==> src/rtl/hex_display_ctrl_pkg.sv <==
// rtl/hex_display_ctrl_pkg.sv - shared segment widths, glyph table and polarity helper
package hex_display_ctrl_pkg;

  localparam int SEG_W = 7;

  // Glyphs are stored active-low, bit order g..a
  localparam logic [SEG_W-1:0] GLYPH_0 = 7'b1000000;
  localparam logic [SEG_W-1:0] GLYPH_1 = 7'b1111001;
  localparam logic [SEG_W-1:0] GLYPH_2 = 7'b0100100;
  localparam logic [SEG_W-1:0] GLYPH_3 = 7'b0110000;
  localparam logic [SEG_W-1:0] GLYPH_4 = 7'b0011001;
  localparam logic [SEG_W-1:0] GLYPH_5 = 7'b0010010;
  localparam logic [SEG_W-1:0] GLYPH_6 = 7'b0000010;
  localparam logic [SEG_W-1:0] GLYPH_7 = 7'b1111000;
  localparam logic [SEG_W-1:0] GLYPH_8 = 7'b0000000;
  localparam logic [SEG_W-1:0] GLYPH_9 = 7'b0010000;
  localparam logic [SEG_W-1:0] GLYPH_A = 7'b0001000;
  localparam logic [SEG_W-1:0] GLYPH_B = 7'b0000011;
  localparam logic [SEG_W-1:0] GLYPH_C = 7'b1000110;
  localparam logic [SEG_W-1:0] GLYPH_D = 7'b0100001;
  localparam logic [SEG_W-1:0] GLYPH_E = 7'b0000110;
  localparam logic [SEG_W-1:0] GLYPH_F = 7'b0001110;
  localparam logic [SEG_W-1:0] SEG_BLANK = 7'b1111111;

  function automatic logic [SEG_W-1:0] glyph_lookup(input logic [3:0] nib);
    case (nib)
      4'h0: return GLYPH_0;
      4'h1: return GLYPH_1;
      4'h2: return GLYPH_2;
      4'h3: return GLYPH_3;
      4'h4: return GLYPH_4;
      4'h5: return GLYPH_5;
      4'h6: return GLYPH_6;
      4'h7: return GLYPH_7;
      4'h8: return GLYPH_8;
      4'h9: return GLYPH_9;
      4'hA: return GLYPH_A;
      4'hB: return GLYPH_B;
      4'hC: return GLYPH_C;
      4'hD: return GLYPH_D;
      4'hE: return GLYPH_E;
      default: return GLYPH_F;
    endcase
  endfunction

  function automatic logic [SEG_W-1:0] seg_polarity(input logic [SEG_W-1:0] glyph_al,
                                                    input bit active_low);
    return active_low ? glyph_al : ~glyph_al;
  endfunction

endpackage

==> src/rtl/hex_seg_lut.sv <==
// rtl/hex_seg_lut.sv - combinational nibble-to-glyph lookup with blank override (active-low)
module hex_seg_lut
  import hex_display_ctrl_pkg::*;
(
  input  logic [3:0]       nibble,
  input  logic             blank,
  output logic [SEG_W-1:0] glyph
);

  always_comb begin
    glyph = blank ? SEG_BLANK : glyph_lookup(nibble);
  end

endmodule

==> src/rtl/hex_display_ctrl.sv <==
// rtl/hex_display_ctrl.sv - registered seven-segment bank driver with blanking and blink
module hex_display_ctrl
  import hex_display_ctrl_pkg::*;
#(
  parameter int NUM_DIGITS = 6,
  parameter int BLINK_DIV  = 25000000,
  parameter bit ACTIVE_LOW = 1'b1
) (
  input  logic                        clk,
  input  logic                        clrn,
  input  logic                        load,
  input  logic [4*NUM_DIGITS-1:0]     data_in,
  input  logic                        lz_blank,
  input  logic [NUM_DIGITS-1:0]       blink_mask,
  input  logic                        enable,
  output logic                        load_ack,
  output logic [SEG_W*NUM_DIGITS-1:0] seg_out
);

  localparam int DW    = 4 * NUM_DIGITS;
  localparam int SW    = SEG_W * NUM_DIGITS;
  localparam int CNT_W = (BLINK_DIV > 1) ? $clog2(BLINK_DIV) : 1;
  localparam logic [CNT_W-1:0] CNT_LAST = CNT_W'(BLINK_DIV - 1);
  localparam logic [SW-1:0]    SEG_OFF  = ACTIVE_LOW ? {SW{1'b1}} : {SW{1'b0}};

  logic [DW-1:0]    data_q, data_d;
  logic             loaded_q, loaded_d;
  logic             load_ack_q, load_ack_d;
  logic [CNT_W-1:0] blink_cnt_q, blink_cnt_d;
  logic             blink_phase_q, blink_phase_d;
  logic [SW-1:0]    seg_q, seg_d;

  logic [NUM_DIGITS-1:0]            nz_above;
  logic [NUM_DIGITS-1:0]            digit_blank;
  logic [NUM_DIGITS-1:0][SEG_W-1:0] glyph_al;

  always_ff @(posedge clk or negedge clrn) begin
    if (!clrn) begin
      data_q        <= '0;
      loaded_q      <= 1'b0;
      load_ack_q    <= 1'b0;
      blink_cnt_q   <= '0;
      blink_phase_q <= 1'b1;
      seg_q         <= SEG_OFF;
    end else begin
      data_q        <= data_d;
      loaded_q      <= loaded_d;
      load_ack_q    <= load_ack_d;
      blink_cnt_q   <= blink_cnt_d;
      blink_phase_q <= blink_phase_d;
      seg_q         <= seg_d;
    end
  end

  // loaded_q keeps the pins dark after reset until real data has been captured
  always_comb begin
    data_d     = load ? data_in : data_q;
    loaded_d   = loaded_q | load;
    load_ack_d = load;
    if (blink_cnt_q == CNT_LAST) begin
      blink_cnt_d   = '0;
      blink_phase_d = ~blink_phase_q;
    end else begin
      blink_cnt_d   = blink_cnt_q + CNT_W'(1);
      blink_phase_d = blink_phase_q;
    end
  end

  // nz_above[i]: some nibble from i up to the MSD is non-zero
  always_comb begin
    nz_above = '0;
    nz_above[NUM_DIGITS-1] = |data_q[DW-1 -: 4];
    for (int i = NUM_DIGITS - 2; i >= 0; i--) begin
      nz_above[i] = nz_above[i+1] | (|data_q[4*i +: 4]);
    end
  end

  always_comb begin
    digit_blank = '0;
    for (int i = 0; i < NUM_DIGITS; i++) begin
      digit_blank[i] = !enable || !loaded_q
                    || (blink_mask[i] && !blink_phase_q)
                    || (lz_blank && (i != 0) && !nz_above[i]);
    end
  end

  for (genvar g = 0; g < NUM_DIGITS; g++) begin : g_digit
    hex_seg_lut u_lut (
      .nibble (data_q[4*g +: 4]),
      .blank  (digit_blank[g]),
      .glyph  (glyph_al[g])
    );
  end

  always_comb begin
    seg_d = SEG_OFF;
    for (int i = 0; i < NUM_DIGITS; i++) begin
      seg_d[SEG_W*i +: SEG_W] = seg_polarity(glyph_al[i], ACTIVE_LOW);
    end
  end

  assign load_ack = load_ack_q;
  assign seg_out  = seg_q;

endmodule

==> config.mk <==
export PLATFORM = sky130hd
export DESIGN_NAME = hex_display_ctrl
export DESIGN_NICKNAME = d
export VERILOG_FILES = /design/src/rtl/hex_display_ctrl_pkg.sv /design/src/rtl/hex_seg_lut.sv /design/src/rtl/hex_display_ctrl.sv
export SDC_FILE = /design/constraint.sdc
export NUM_CORES = 1
export LEC_CHECK = 0
export CORE_MARGIN = 1
export CORE_UTILIZATION = 44
export CTS_CLUSTER_SIZE = 40
export DETAILED_ROUTE_END_ITERATION = 16
export PLACE_DENSITY = 0.81
export SETUP_SLACK_MARGIN = 0.2
export SKIP_CTS_REPAIR_TIMING = 1
export SYNTH_ARGS = -nofsm -noshare
export SYNTH_HDL_FRONTEND = slang
export SYNTH_SLANG_ARGS = --single-unit
export TNS_END_PERCENT = 20
==> constraint.sdc <==
create_clock -name clk -period 1.9 [get_ports clk]
set_input_delay 0.38 -clock clk [delete_from_list [all_inputs] [get_ports clk]]
set_output_delay 0.38 -clock clk [all_outputs]
set_load 0.03 [all_outputs]
After elaboration in Yosys (flattened, before gate mapping)
Memory sizes are Yosys's and may differ from the RTL's.
Index checks and enable logic that the tools add are counted.
{"block": "word_totals", "register_bits": 94, "latch_bits": 0, "ram_bits": 0, "rom_bits": 672, "in_bits": 35, "output_inout_bits": 43, "word_cells": 63, "n_memories": 6}
{"memory": "(no name shown)", "words": 16, "width": 7, "rd": 1, "rd_ports_with_merged_regs": 0, "wr": 0, "line_no": "hex_display_ctrl_pkg.sv:26", "text": "case (nib)"}
{"memory": "(no name shown)", "words": 16, "width": 7, "rd": 1, "rd_ports_with_merged_regs": 0, "wr": 0, "line_no": "hex_display_ctrl_pkg.sv:26"}
{"memory": "(no name shown)", "words": 16, "width": 7, "rd": 1, "rd_ports_with_merged_regs": 0, "wr": 0, "line_no": "hex_display_ctrl_pkg.sv:26"}
{"memory": "(no name shown)", "words": 16, "width": 7, "rd": 1, "rd_ports_with_merged_regs": 0, "wr": 0, "line_no": "hex_display_ctrl_pkg.sv:26"}
{"memory": "(no name shown)", "words": 16, "width": 7, "rd": 1, "rd_ports_with_merged_regs": 0, "wr": 0, "line_no": "hex_display_ctrl_pkg.sv:26"}
{"memory": "(no name shown)", "words": 16, "width": 7, "rd": 1, "rd_ports_with_merged_regs": 0, "wr": 0, "line_no": "hex_display_ctrl_pkg.sv:26"}
{"block": "op_classes", "n_addsub": 1, "multipliers": 0, "n_div": 0, "order_cmp": 0, "eq_ne": 1, "shift": 0, "muxes": 7, "bitwise": 6, "n_reduce_logical": 36}
{"cell": "two-way mux 7 bit", "n": 6}
{"cell": "adder 25 x 1 -> 25 bit, second input constant", "n": 1}
{"cell": "== test 25 bit, second input constant", "n": 1}
{"cell": "two-way mux 25 bit", "n": 1}
{"cell": "OR reduction 4 bit", "n": 5}
{"cell": "logical OR 1 bit", "n": 12}
{"cell": "logical AND 1 bit", "n": 11}
{"cell": "logical NOT 1 bit", "n": 8}
{"cell": "OR 1 bit", "n": 5}
{"cell": "NOT 1 bit", "n": 1}

Longest topological paths before layout
{"block": "depth", "word_depth": 9, "mapped_depth": 7, "mapped_depth_nobuf": 6}

By module
A second synthesis with hierarchy kept.
{"block": "hier_totals", "cells_unflattened": 447, "hier_area_um2": 5171.2}
{"mod": "hex_display_ctrl", "n_inst": 1, "cells_each": 233, "area_per_inst_um2": 3399.5, "seq_area_each_um2": 2406.1}
{"mod": "hex_seg_lut at g_digit[0].u_lut ...", "n_inst": 5, "cells_each": 35, "area_per_inst_um2": 299.0, "seq_area_each_um2": 0.0}
{"mod": "hex_seg_lut at g_digit[1].u_lut", "n_inst": 1, "cells_each": 39, "area_per_inst_um2": 276.5, "seq_area_each_um2": 0.0}

Worst setup path before layout
No wires, ideal clock.
{"block": "synth_timing", "path_type": "reg2reg", "from": "register data_q[20]", "to": "register seg_q[21], in the netlist seg_out[21]", "setup_time_ns": 0.118, "arrival_time_ns": 1.722, "path_slack_ns": 0.059, "stages_incl_launch_ff": 7, "path_buffers": 0, "synth_period_minus_slack_ns": 1.841, "cell_sequence": "dfrtp_1 inv_1 ha_1 nor4bb_1 and2_1 a221oi_1 o211ai_1"}
{"block": "synth_via", "elab_chain_cells": 7}
{"element": "from (decl)", "line_no": "hex_display_ctrl.sv:26", "text": "logic [DW-1:0] data_q, data_d;"}
{"element": "from (signal assigned)", "line_no": "hex_display_ctrl.sv:46", "text": "data_q <= data_d;"}
{"element": "OR reduction 4 bit", "line_no": "hex_display_ctrl.sv:72", "text": "nz_above[NUM_DIGITS-1] = |data_q[DW-1 -: 4];"}
{"element": "OR 1 bit (2 in series)", "line_no": "hex_display_ctrl.sv:74", "text": "nz_above[i] = nz_above[i+1] | (|data_q[4*i +: 4]);"}
{"element": "logical NOT 1 bit", "line_no": "hex_display_ctrl.sv:83", "text": "|| (lz_blank && (i != 0) && !nz_above[i]);"}
{"element": "logical AND 1 bit", "line_no": "hex_display_ctrl.sv:83"}
{"element": "logical OR 1 bit", "line_no": "hex_display_ctrl.sv:83"}
{"element": "two-way mux 7 bit", "line_no": "hex_seg_lut.sv:11", "text": "glyph = blank ? SEG_BLANK : glyph_lookup(nibble);"}
{"element": "via g_digit[3].u_lut.glyph[0]", "line_no": "hex_seg_lut.sv:7", "text": "output logic [SEG_W-1:0] glyph"}
{"element": "to (signal assigned)", "line_no": "hex_display_ctrl.sv:51", "text": "seg_q <= seg_d;"}
{"element": "to (decl)", "line_no": "hex_display_ctrl.sv:31", "text": "logic [SW-1:0] seg_q, seg_d;"}
The timed path passes the listed nets, and every way through them passes these cells.
A chain may end at the register's enable or synchronous reset.

Worst setup path after layout
{"block": "layout_timing", "from": "register blink_cnt_q[12]", "to": "register blink_cnt_q[22]"}
{"block": "layout_via", "elab_chain_cells": 2, "elab_cells_between_ends": 3, "cone_classes": "add/sub: 1; eq/ne: 1; mux: 1"}
{"element": "from (decl)", "line_no": "hex_display_ctrl.sv:29", "text": "logic [CNT_W-1:0] blink_cnt_q, blink_cnt_d;"}
{"element": "from (signal assigned)", "line_no": "hex_display_ctrl.sv:49", "text": "blink_cnt_q <= blink_cnt_d;"}
{"element": "adder 25 x 1 -> 25 bit / == test 25 bit (equally long branches)", "line_no": "hex_display_ctrl.sv:64, hex_display_ctrl.sv:60"}
{"element": "two-way mux 25 bit *", "line_no": "hex_display_ctrl.sv:60", "text": "if (blink_cnt_q == CNT_LAST) begin"}
{"element": "via blink_cnt_d[22]", "line_no": "hex_display_ctrl.sv:29"}
Mark *: on every way through the listed nets, which the timed path passes. The rest lies on a longest branch.

==> out/metrics.yaml <==
synthesis:
  yosys-top-cells-area: "dfrtp_1 26%, dfstp_2 23%, ha_1 8.3%"
  synth_ff_type: "dfrtp_1"
  ys_seq_area_share_pct: 49.69
  synth_area_um2: 4842
  synthArstFlopShare_pct: 100.0
  yosysTopAreaCell: "dfrtp_1"
  ys_types: 41
  syn_inst: 480
  synth.top_cell.area_share_pct: 26.36
  avgSynthCellArea_um2: 10.09
  ys_warn_count: 0
  synth_edf_count: 0
  synth_nets: 547
  ys_seq_elements: 94
floorplanning:
  core-area_um2: 10510
  die_w_um: 106.9
  dieArea_um2: 11430
  start_util_pct: 46.08
  die_h_um: 106.9
  io_pins: 78
  rows: 37
flow_run:
  cap_violations: 0
setup_path:
  critical_path_class: "reg -> reg"
  startpoint: "blink_cnt_q[12]$_DFF_PN0_"
  path_max_fanout: 6
  crit_arrival_ps: 2130
  cp-start-kind: "flop"
  critPathCaptureType: "flop"
  required_ps: 2210
  reg2reg_from: "blink_cnt_q[12]$_DFF_PN0_"
cells_and_area:
  seq_area_um2: 2410
  nNetsFinal: 650
  finish.instance_area_um2: 6579
  multi_input_area_um2: 2515
  diodes: 0
  syn2layout_area_growth_pct: 35.87
  final_cell_mix: "65 x nand2_1, 48 x dfrtp_1, 43 x dfstp_2, 43 x dlymetal6s2s_1, 34 x buf_4"
  drive_gt1_share_pct: 24.15
  stdcell_count: 724
  fillers: 796
  final_common_cell: "nand2_1"
min_path:
  holdCritStartpoint: "loaded_q$_DFF_PN0_"
  hp-class: "reg -> reg"
pwr:
  peakVddDrop_uv: 469.7
  p_per_area_nw_per_um2: 702.5
  p_leak_uw: 0.002751
  p_total_uw: 4621
place:
  place.port_buffers: 77
  dp_cells: 702
  place_area_um2: 5979
  hpwl_um: 8045
  gp_congestion: 0.8755
clock_network:
  cts_tree: "built"
  cts_root_buf: "clkbuf_8"
  clkLatencyLatePin_ps: 380
  clk_pin_slew_ps: 90
  clockBufferDepth: 2
  clkSinkCount: 94
  cts_max_level: 3
  cts_made_buffers: 9
global_routing:
  grt_max_degree: 46
  grt_use_total_pct: 20.64
  grt-ovfl-total: 0
  grt_antenna_before_repair: 0
  grt_pass1_wl_um: 18360
  grt_pass1_vias: 3956
route:
  drtIter0Drc: 219
  wl_met3_um: 601
  drtAntennaViolNets: 0
  routed.top_layer: "met4"
  wl_um: 11600
  routed-wl-met2_um: 5909
  drt-met1-wl_um: 4904
  via_count: 3950
  wire_per_inst_um: 16.02
  dr.pass1.iters: 6
  remaining_drc_errors: 0
  routed_via_density: 5.456
run_status:
  run_status: "finished, final reports clean"
sta:
  hold_viol_final: 0
  finalCritPeriodShare_pct: 95.48
  drv_slew: 0
  slew_headroom_pct: 61.37
  period_minus_slack_ps: 1814
  worstMarginPinSlew_ps: 579.4
  setup_viol: 0
  tns_ps: 0
  rsz0062_at_grt: "yes"
  fin_skew_ps: 6.590
  timing.fmax_mhz: 551.2
report_power, final:
group	internal [µW]	switching [µW]	leakage (µW)
registers	2160	109	0.00109
logic	456	575	0.00155
clock network	621	696	0.000103
total	3240	1380	0.00275
area by class of cell:
cell class / count / share of cell area [%]
repair buffers: 114 / 18.14
clock buffers: 14 / 2.777
flip-flops and latches: 94 / 36.63
inverters: 25 / 1.426
multi-input cells: 339 / 38.23
clock inverters: 2 / 0.2092
well taps: 136 / 2.587
final timing paths:
| path | to | cells past startpoint | slack, ps |
|---|---|---|---|
| max in group asynchronous | seg_out[1]$_DFF_PN1_ | 3 | 780 |
| setup reg to reg | blink_cnt_q[22]$_DFF_PN0_ | 4 | 90 |
| hold reg to reg | loaded_q$_DFF_PN0_ | 1 | 470 |
| hold / removal | loaded_q$_DFF_PN0_ | 1 | 470 |
| setup / recovery | blink_cnt_q[22]$_DFF_PN0_ | 4 | 90 |
| min in group asynchronous | blink_cnt_q[20]$_DFF_PN0_ | 2 | 480 |
metal layers:
| layer | up-vias | global-route usage [%] |
|---|---|---|
| met2 | 102 | 34.47 |
| met1 | 1939 | 24.87 |
| met3 | 15 | 5.532 |
| met4 | 0 | 9.393 |
| met5 | - | 0 |
| li1 | 1894 | - |
sequential cells by signal (all words and copies together), names as in the netlist:
name and cells:
load_ack 1, loaded_q 1, seg_out 42, blink_cnt_q 25, data_q 24, blink_phase_q 1
synthesized netlist by cell type, drive strengths merged (3+ instances only):
cell type / instances
nand2: 65
dfstp: 43
nand4: 10
mux2i: 3
a21oi: 11
ha: 32
a211oi: 3
o311ai: 19
dfrtp: 51
nor4: 4
nor3b: 3
nor2: 30
xnor2: 13
o21ai: 33
nand2b: 15
nor2b: 5
nand3b: 4
nand3: 16
inv: 25
a21o: 4
or3: 5
clkbuf: 20
o211ai: 26
a32oi: 3
xor2: 5
o21a: 5
mux2: 8
metrics by stage:
stage	hold slack [ps]	setup slack, ps	utilization, %
floorplan	84.41	92.29	-
global placement	354.3	-13.42	56.90
detailed placement	353.2	-48.43	56.90
CTS	-65.07	-112.0	58.77
global route	481.9	-2.518	62.60
finish	473.5	85.87	62.60
cells by family after synthesis:
family	share of synthesized area (%)
buffers and inverters	3.695
and+or+nand+nor	17.44
muxes	2.481
AOI/OAI and AO/OA	15.17
adders and majority gates	8.269
xor gates and xnor gates	3.256
DFF	49.69
worst max-delay path: stages, from the launching register on:
cell     delay (ps)
dfrtp_1         430
nand4_1         190
or4_4           610
or3_1           380
a21oi_2         140
Power figures use the tool's default switching activity.
